## config.mk

```make
export PLATFORM = sky130hd
export DESIGN_NAME = servo_driver
export DESIGN_NICKNAME = d
export VERILOG_FILES = /design/src/rtl/servo_driver.sv
export SDC_FILE = /design/constraint.sdc
export NUM_CORES = 1
export LEC_CHECK = 0
export ABC_AREA = 1
export CAP_MARGIN = 25
export CORE_MARGIN = 4
export CORE_UTILIZATION = 30
export DETAILED_ROUTE_END_ITERATION = 16
export SYNTH_ARGS = -nofsm -noshare
export SYNTH_HDL_FRONTEND = slang
export SYNTH_SLANG_ARGS = --single-unit
```

## constraint.sdc

```tcl
create_clock -name clk -period 2.3 [get_ports clk]
set_input_delay 0.46 -clock clk [delete_from_list [all_inputs] [get_ports clk]]
set_output_delay 0.46 -clock clk [all_outputs]
set_load 0.01 [all_outputs]
```

## src/rtl/servo_driver.sv

```systemverilog
// Dual-channel hobby-servo pulse generator. A shared free-running timebase defines the
// frame; each channel emits one high pulse per frame whose length is picked at the wrap.
module servo_driver #(
  parameter int unsigned PERIOD_COUNT = 2000000,
  parameter int unsigned PULSE_FWD    = 200000,
  parameter int unsigned PULSE_REV    = 100000
) (
  input  logic        clk,
  input  logic        reset,
  input  logic        motor_l_reset,
  input  logic        motor_l_direction,
  input  logic        motor_r_reset,
  input  logic        motor_r_direction,
  output logic [20:0] count_out,
  output logic        period_start,
  output logic        pwm_l,
  output logic        pwm_r
);

  localparam int unsigned NumCh     = 2;
  localparam logic [20:0] LastCount = 21'(PERIOD_COUNT - 1);
  localparam logic [20:0] LenFwd    = 21'(PULSE_FWD);
  localparam logic [20:0] LenRev    = 21'(PULSE_REV);

  typedef enum logic [1:0] {StIdle, StHigh, StLow} ch_state_e;

  logic [20:0] count_q, count_d;
  logic        wrap;
  logic        period_start_q;

  // Index 0 is the left channel, index 1 the right channel.
  logic [NumCh-1:0] dis_in, dir_in;
  logic [NumCh-1:0] dis_q;
  logic [NumCh-1:0] pwm_q, pwm_d;
  ch_state_e        state_q [NumCh];
  ch_state_e        state_d [NumCh];
  logic [20:0]      len_q   [NumCh];
  logic [20:0]      len_d   [NumCh];

  assign dis_in = {motor_r_reset, motor_l_reset};
  assign dir_in = {motor_r_direction, motor_l_direction};

  // Timebase next-state: count up, wrap to zero after the last count of the frame.
  always_comb begin
    wrap    = (count_q == LastCount);
    count_d = wrap ? 21'd0 : count_q + 21'd1;
  end

  // Timebase and frame strobe registers.
  always_ff @(posedge clk or posedge reset) begin
    if (reset) begin
      count_q        <= 21'd0;
      period_start_q <= 1'b0;
    end else begin
      count_q        <= count_d;
      period_start_q <= wrap;
    end
  end

  // Per-channel FSM next-state. The wrap decision uses the live disable input, while a
  // mid-pulse disable acts through the sampled copy dis_q.
  always_comb begin
    for (int i = 0; i < NumCh; i++) begin
      state_d[i] = state_q[i];
      len_d[i]   = len_q[i];
      if (wrap) begin
        if (dis_in[i]) begin
          state_d[i] = StIdle;
        end else begin
          state_d[i] = StHigh;
          len_d[i]   = dir_in[i] ? LenFwd : LenRev;
        end
      end else begin
        unique case (state_q[i])
          StHigh: begin
            if (dis_q[i]) begin
              state_d[i] = StIdle;
            end else if (count_q == len_q[i] - 21'd1) begin
              state_d[i] = StLow;
            end
          end
          StIdle, StLow: ;
          default: state_d[i] = StIdle;
        endcase
      end
      pwm_d[i] = (state_d[i] == StHigh);
    end
  end

  // Per-channel state, latched pulse length, registered output and disable sample.
  always_ff @(posedge clk or posedge reset) begin
    if (reset) begin
      for (int i = 0; i < NumCh; i++) begin
        state_q[i] <= StIdle;
        len_q[i]   <= LenRev;
      end
      pwm_q <= '0;
      dis_q <= '0;
    end else begin
      for (int i = 0; i < NumCh; i++) begin
        state_q[i] <= state_d[i];
        len_q[i]   <= len_d[i];
      end
      pwm_q <= pwm_d;
      dis_q <= dis_in;
    end
  end

  assign count_out    = count_q;
  assign period_start = period_start_q;
  assign pwm_l        = pwm_q[0];
  assign pwm_r        = pwm_q[1];

endmodule

```

==> flow_metrics.tcl, run 1 <==
set metrics [dict create \
    syn-num-nets 351 \
    grt_max_degree 35 \
    tightest_slew_ns 0.4438 \
    total_power_w 0.001039 \
    drtIter0Drc 148 \
    cts_resized 0 \
    synthCells 338 \
    maxCapViolations 0 \
    synth_area_sq_um 2322 \
    diodes 0 \
    via_per_inst 4.637 \
    finalMaxSlewViolations 0 \
    die_w_um 95.98 \
    hp-class "register to register" \
    worstSetupPathType "register to output pin" \
    synthToLayoutAreaGrowth_pct 19.50 \
    port_buffers 29 \
    leakagePower_nw 1.364 \
    yosys_register_bits 34 \
    insertion_delay_ns 0.29 \
    synth_edf_count 0 \
    critical_path_peak_fanout 10 \
    crit_family "buffers and inverters" \
    cp-start-kind "register" \
    layout_common_cells "nand2_1, nor2_1, inv_1" \
    clock-root-buffer "clkbuf_8" \
    start_util_pct 31.51 \
    synth_seq_area_share_pct 36.75 \
    synth.area.mux_share_pct 0 \
    clockBufferDepth 2 \
    drt_first_pass_iters 7 \
    dieArea_sq_um 9212 \
    status "completed" \
    crit_chain "clkdlybuf4s50_1" \
    slowest_delay_ns 0.63 \
    hold_viol 0 \
    grt_usage_pct 15.30 \
    synth_adder_area_share_pct 3.772 \
    synth_warnings 0 \
    post_cts_buffers 0 \
    grt_pass1_wl_mm 10.56 \
    ios 30 \
    cts.sinks 34 \
    ys_types 25 \
    layout_commonest_cell "nand2_1" \
    num_rows 31 \
    powerDensity_nw_per_um2 374.3 \
    syn_avg_cell_area_sq_um 6.870 \
    endpoint_kind "output pin" \
    antenna_found_initial 0 \
    crit_buf_inv 1 \
    relSlewSlack_pct 70.19 \
    cts_made_buffers 5 \
    synth_top_family_by_area "simple AND/OR/NAND/NOR gates" \
    fp.dieH_um 95.98 \
    drive_gt1_share_pct 9.537 \
    synth_compound_area_share_pct 1.509 \
    arrival_ns 1.53 \
    postCtsHoldBufs 0 \
    place_area_sq_um 2699 \
    finClkSkew_ns 0.005251 \
    overflow 0 \
    clkTransAtPathRegs_ns 0.06 \
    cpMaxStageDelayCell "clkdlybuf4s50_1" \
    critical_path_required_ns 1.84 \
    max_freq_mhz 503.6 \
    first_global_vias 2079 \
    dp_hpwl_mm 4.925 \
    fin_nets 380 \
    cts-htree-levels 2 \
    cts_tree "done" \
    fin_crit_ns 1.986 \
    rsz0062_at_grt "false" \
    fin_setup_tns_ns 0 \
    place_congestion 0.9579 \
    avgRoutedWirePerCell_um 13.61 \
    yosys.area_share.simple_pct 43.37 \
    synthXorXnorAreaFrac_pct 4.903 \
    fp.coreArea_sq_um 7370 \
    dominantRegCellSynth "dfrtp_1" \
    antenna_left 0 \
    synth-async-reset-ratio_pct 100.0 \
    drc_errors 0 \
    vdd_drop_max_mv 0.2578 \
    fin_crit_sh_pct 86.33 \
    routed_wl_mm 6.341 \
    vias 2161 \
    final_cell_area_sq_um 2775 \
    final.fill_count 809 \
    setup_violations 0 \
]
==> per-stage QoR <==
stage / hold WS, ns / instances / utilization, % / setup slack, ns
2_1_floorplan: 0.4590 / 338 / - / 0.8197
3_3_place_gp: 0.4713 / 459 / 36.62 / 0.5858
3_5_place_dp: 0.4820 / 459 / 36.62 / 0.5885
4_1_cts: 0.4953 / 466 / 37.66 / 0.2899
5_1_grt: 0.5229 / 466 / 37.66 / 0.2117
6_report: 0.4970 / 466 / 37.66 / 0.3143
==> cell usage after synthesis (4+ instances only) <==
cell | number | area [sq um]
nand2_1 | 101 | 379.1
nor2_1 | 55 | 206.5
inv_1 | 40 | 150.1
dfrtp_1 | 32 | 800.8
nand3_1 | 27 | 135.1
xor2_1 | 12 | 105.1
nand4_1 | 10 | 62.56
inv_2 | 8 | 30.03
ha_1 | 7 | 87.58
buf_2 | 6 | 30.03
nor2_2 | 6 | 37.54
nor3_1 | 6 | 30.03
nor2_4 | 4 | 45.04
o21ai_0 | 4 | 20.02
==> metal layers <==
metal	up-vias	track usage, %	wire length [um]
met3	8	3.440	356
met1	995	20.89	3028
met4	0	4.739	87
met2	64	23.98	2869
met5	-	0	0
li1	1094	-	-
==> final timing paths <==
| check | start | end | slack, ns | cells past startpoint |
|---|---|---|---|---|
| worst max-delay path | count_out[7]$_DFF_PP0_ | count_out[7] | 0.31 | 1 |
| min in group asynchronous | reset | dis_q[1]$_DFF_PP0_ | 0.57 | 3 |
| worst min register to register | count_out[0]$_DFF_PP0_ | count_out[0]$_DFF_PP0_ | 0.50 | 1 |
| worst min-delay path | count_out[0]$_DFF_PP0_ | count_out[0]$_DFF_PP0_ | 0.50 | 1 |
| worst max register to register | len_q[36]$_DFFE_PP1P_ | pwm_q[0]$_DFF_PP0_ | 0.61 | 10 |
| max in group asynchronous | reset | len_q[15]$_DFFE_PP1P_ | 1.40 | 3 |
==> power breakdown <==
part | total (W) | internal [W] | switching [W]
logic | 0.0000252 | 0.00000946 | 0.0000158
clock network | 0.000413 | 0.000208 | 0.000205
registers | 0.000600 | 0.000600 | 0.000000539
==> layout make-up <==
class                   instances  area, sq um  share of cell area [%]
multi-input cells             248         1244                   44.82
flip-flops and latches         34        853.3                   30.75
repair buffers                 30        297.8                   10.73
inverters                      48        180.2                   6.492
well taps                      99        123.9                   4.463
clock buffers                   7        76.32                   2.750
==> cells by family after synthesis <==
logic type | Yosys count
buffers and inverters | 56
flip-flops | 34
XOR/XNOR | 13
adder cells (fa/ha/maj) | 7
AND/OR/NAND/NOR | 221
AO/OA/AOI/OAI | 7
==> state kept, by name (all words and copies together), names as in the netlist <==
signal,cells
count_out,21
state_q,4
dis_q,2
len_q,4
period_start,1
pwm_q,2
(Power assumes the default switching activity.)
==> run 2: changes to the inputs <==
--- a/config.mk
+++ b/config.mk
@@ -10,6 +10,7 @@
 export CORE_MARGIN = 4
 export CORE_UTILIZATION = 30
 export DETAILED_ROUTE_END_ITERATION = 16
+export SLEW_MARGIN = 0
 export SYNTH_ARGS = -nofsm -noshare
 export SYNTH_HDL_FRONTEND = slang
 export SYNTH_SLANG_ARGS = --single-unit
==> results of run 2 <==
The final DEF is identical to that of run 1; final timing and power are the same.
==> run 3: changes to the inputs <==
--- a/config.mk
+++ b/config.mk
@@ -5,7 +5,6 @@
 export SDC_FILE = /design/constraint.sdc
 export NUM_CORES = 1
 export LEC_CHECK = 0
-export ABC_AREA = 1
 export CAP_MARGIN = 25
 export CORE_MARGIN = 4
 export CORE_UTILIZATION = 30
==> flow_metrics.tcl, run 3 <==
set metrics [dict create \
    overflow 0 \
    arrival_ns 2.27 \
    rsz0062_at_grt "false" \
    insertion_delay_ns 0.29 \
    first_global_vias 1463 \
    crit_path_frequent_cell "or4_1" \
    clock-root-buffer "clkbuf_8" \
    antenna_left 0 \
    worstSetupPathType "register to register" \
    leakagePower_nw 1.062 \
    finClkSkew_ns 0.008610 \
    slowest_delay_ns 0.49 \
    relSlewSlack_pct 71.28 \
    synthToLayoutAreaGrowth_pct 32.19 \
    clockBufferDepth 2 \
    ys_types 38 \
    swShare_pct 21.29 \
    die_w_um 85.04 \
    num_rows 27 \
    dieArea_sq_um 7232 \
    yosysMostFrequentCell "dfrtp_1" \
    avgRoutedWirePerCell_um 15.06 \
    drtIter0Drc 60 \
    status "completed" \
    layout_common_cells "dfrtp_1, clkdlybuf4s50_1, buf_4" \
    crit_buf_inv 1 \
    synth_seq_area_share_pct 47.93 \
    via_per_inst 5.000 \
    dominantRegCellSynth "dfrtp_1" \
    critical_path_required_ns 2.47 \
    finalMaxSlewViolations 0 \
    wl_met1_mm 1.894 \
    cp-start-kind "register" \
    maxCapViolations 0 \
    synthCells 169 \
    setup_violations 0 \
    crit_chain "or4_1 -> or4_1 -> buf_4 -> nor3_2 -> mux2_2" \
    fp.coreArea_sq_um 5642 \
    fin_hold_ws_ns 0.5172 \
    cts_tree "done" \
    synth_edf_count 0 \
    postCtsHoldBufs 0 \
    endpoint_kind "register" \
    largest_reg_flops 21 \
    syn-num-nets 182 \
    cts.sinks 34 \
    wl_met3_um 214 \
    clkTransAtPathRegs_ns 0.08 \
    internal_power_w 0.0009472 \
    hold_viol 0 \
    yosys_register_bits 34 \
    dr_wl_met2_mm 2.147 \
    total_power_w 0.001203 \
    routed_wl_mm 4.291 \
    drc_errors 0 \
    diodes 0 \
    grt_pass1_wl_mm 7.431 \
    routed.top_layer "met4" \
    port_buffers 29 \
    place_area_sq_um 2240 \
    synth-async-reset-ratio_pct 100.0 \
    synth_area_leader_cell "dfrtp_1" \
    final.fill_count 551 \
    power_frac_comb_pct 3.9 \
    synth_area_sq_um 1780 \
    power.share.clock_pct 45.5 \
    cpMaxStageDelayCell "or4_1" \
    critical_path_peak_fanout 7 \
    synth_warnings 0 \
    fin_setup_tns_ns 0 \
    cts_made_buffers 5 \
    fin_crit_sh_pct 91.58 \
    multi_input_area_sq_um 843.3 \
    cts_resized 0 \
    vdd_drop_max_mv 0.2960 \
    ios 30 \
    crit_family "simple AND/OR/NAND/NOR gates" \
    hp-class "register to register" \
    p_sw_w 0.0002562 \
    grt_usage_pct 12.99 \
    synthDominantCellAreaShare_pct 44.98 \
    fp.dieH_um 85.04 \
    fin_crit_ns 2.106 \
    grt_max_degree 35 \
    synth_area_leaders "dfrtp_1, xor2_1, ha_1" \
    syn_avg_cell_area_sq_um 10.54 \
    dp_hpwl_mm 3.140 \
    drive_gt1_share_pct 15.02 \
    max_freq_mhz 474.8 \
    power_frac_seq_pct 50.6 \
    synthTopCellsByCount "dfrtp_1, xor2_1, nand3_1, nor2_1, inv_1" \
    drt_first_pass_iters 4 \
    post_cts_buffers 0 \
    layout_commonest_cell "dfrtp_1" \
    vias 1425 \
    powerDensity_nw_per_um2 511.3 \
    start_util_pct 31.56 \
    antenna_found_initial 0 \
    place_congestion 0.7366 \
    cts-htree-levels 2 \
    tightest_slew_ns 0.4308 \
    final_cell_area_sq_um 2354 \
    fin_nets 225 \
    layout.area.seq_sq_um 853.3 \
]
## run 3: changes by cell type after synthesis, sizes merged, moves of 5 or more
cell,delta
nand4,-6
xnor2,+5
inv,-40
clkbuf,+6
nor2,-55
nand3,-19
nand2,-98
and4,+6
## run 3: metrics by stage
stage	util [%]	std cells	worst slack (ns)
floorplan	-	169	0.01781
global placement	39.70	277	0.2068
detailed placement	39.70	277	0.2119
CTS	41.72	285	0.1849
global route	41.72	285	0.08349
finish	41.72	285	0.1937
## run 3: cell families after synthesis
group / count (synthesis) / share of synthesized area, %
buf+inv: 19 / 4.708
compound gates: 21 / 8.854
mux: 5 / 2.951
fa+ha+maj: 7 / 4.919
simple gates: 63 / 20.80
flops: 34 / 47.93
xor+xnor: 20 / 9.838
## run 3: metal layers
layer  vias to the layer above  GRT usage [%]
li1                        692              -
met1                       697          16.52
met2                        31          21.75
met3                         5          3.495
met4                         0          3.453
met5                         -              0
## run 3: worst paths after layout
path / endpoint / cells after the start / start / slack [ns]
worst max-delay path: len_q[11]$_DFFE_PP0P_ / 5 / count_out[7]$_DFF_PP0_ / 0.19
worst min-delay path: count_out[0]$_DFF_PP0_ / 1 / count_out[0]$_DFF_PP0_ / 0.52
worst max register to register: len_q[11]$_DFFE_PP0P_ / 5 / count_out[7]$_DFF_PP0_ / 0.19
worst min register to register: count_out[0]$_DFF_PP0_ / 1 / count_out[0]$_DFF_PP0_ / 0.52
max in group asynchronous: len_q[15]$_DFFE_PP1P_ / 3 / reset / 1.39
min in group asynchronous: count_out[6]$_DFF_PP0_ / 3 / reset / 0.57
## run 3: cell type report
| cell class | count | area share (%) |
|---|---|---|
| Inverter | 9 | 1.489 |
| Tap cell | 72 | 3.828 |
| Multi-Input combinational cell | 116 | 35.83 |
| Clock inverter | 3 | 1.914 |
| Timing Repair Buffer | 46 | 17.76 |
| Sequential cell | 34 | 36.26 |
| Clock buffer | 5 | 2.924 |
## run 3: power groups by stage
stage	combinational, W	clock [W]	sequential, W
floorplan	0.0000299	0	0.000619
global placement	0.0000474	0	0.000621
detailed placement	0.0000486	0	0.000621
CTS	0.0000486	0.000565	0.000609
global route	0.0000546	0.000596	0.000611
finish	0.0000470	0.000547	0.000609
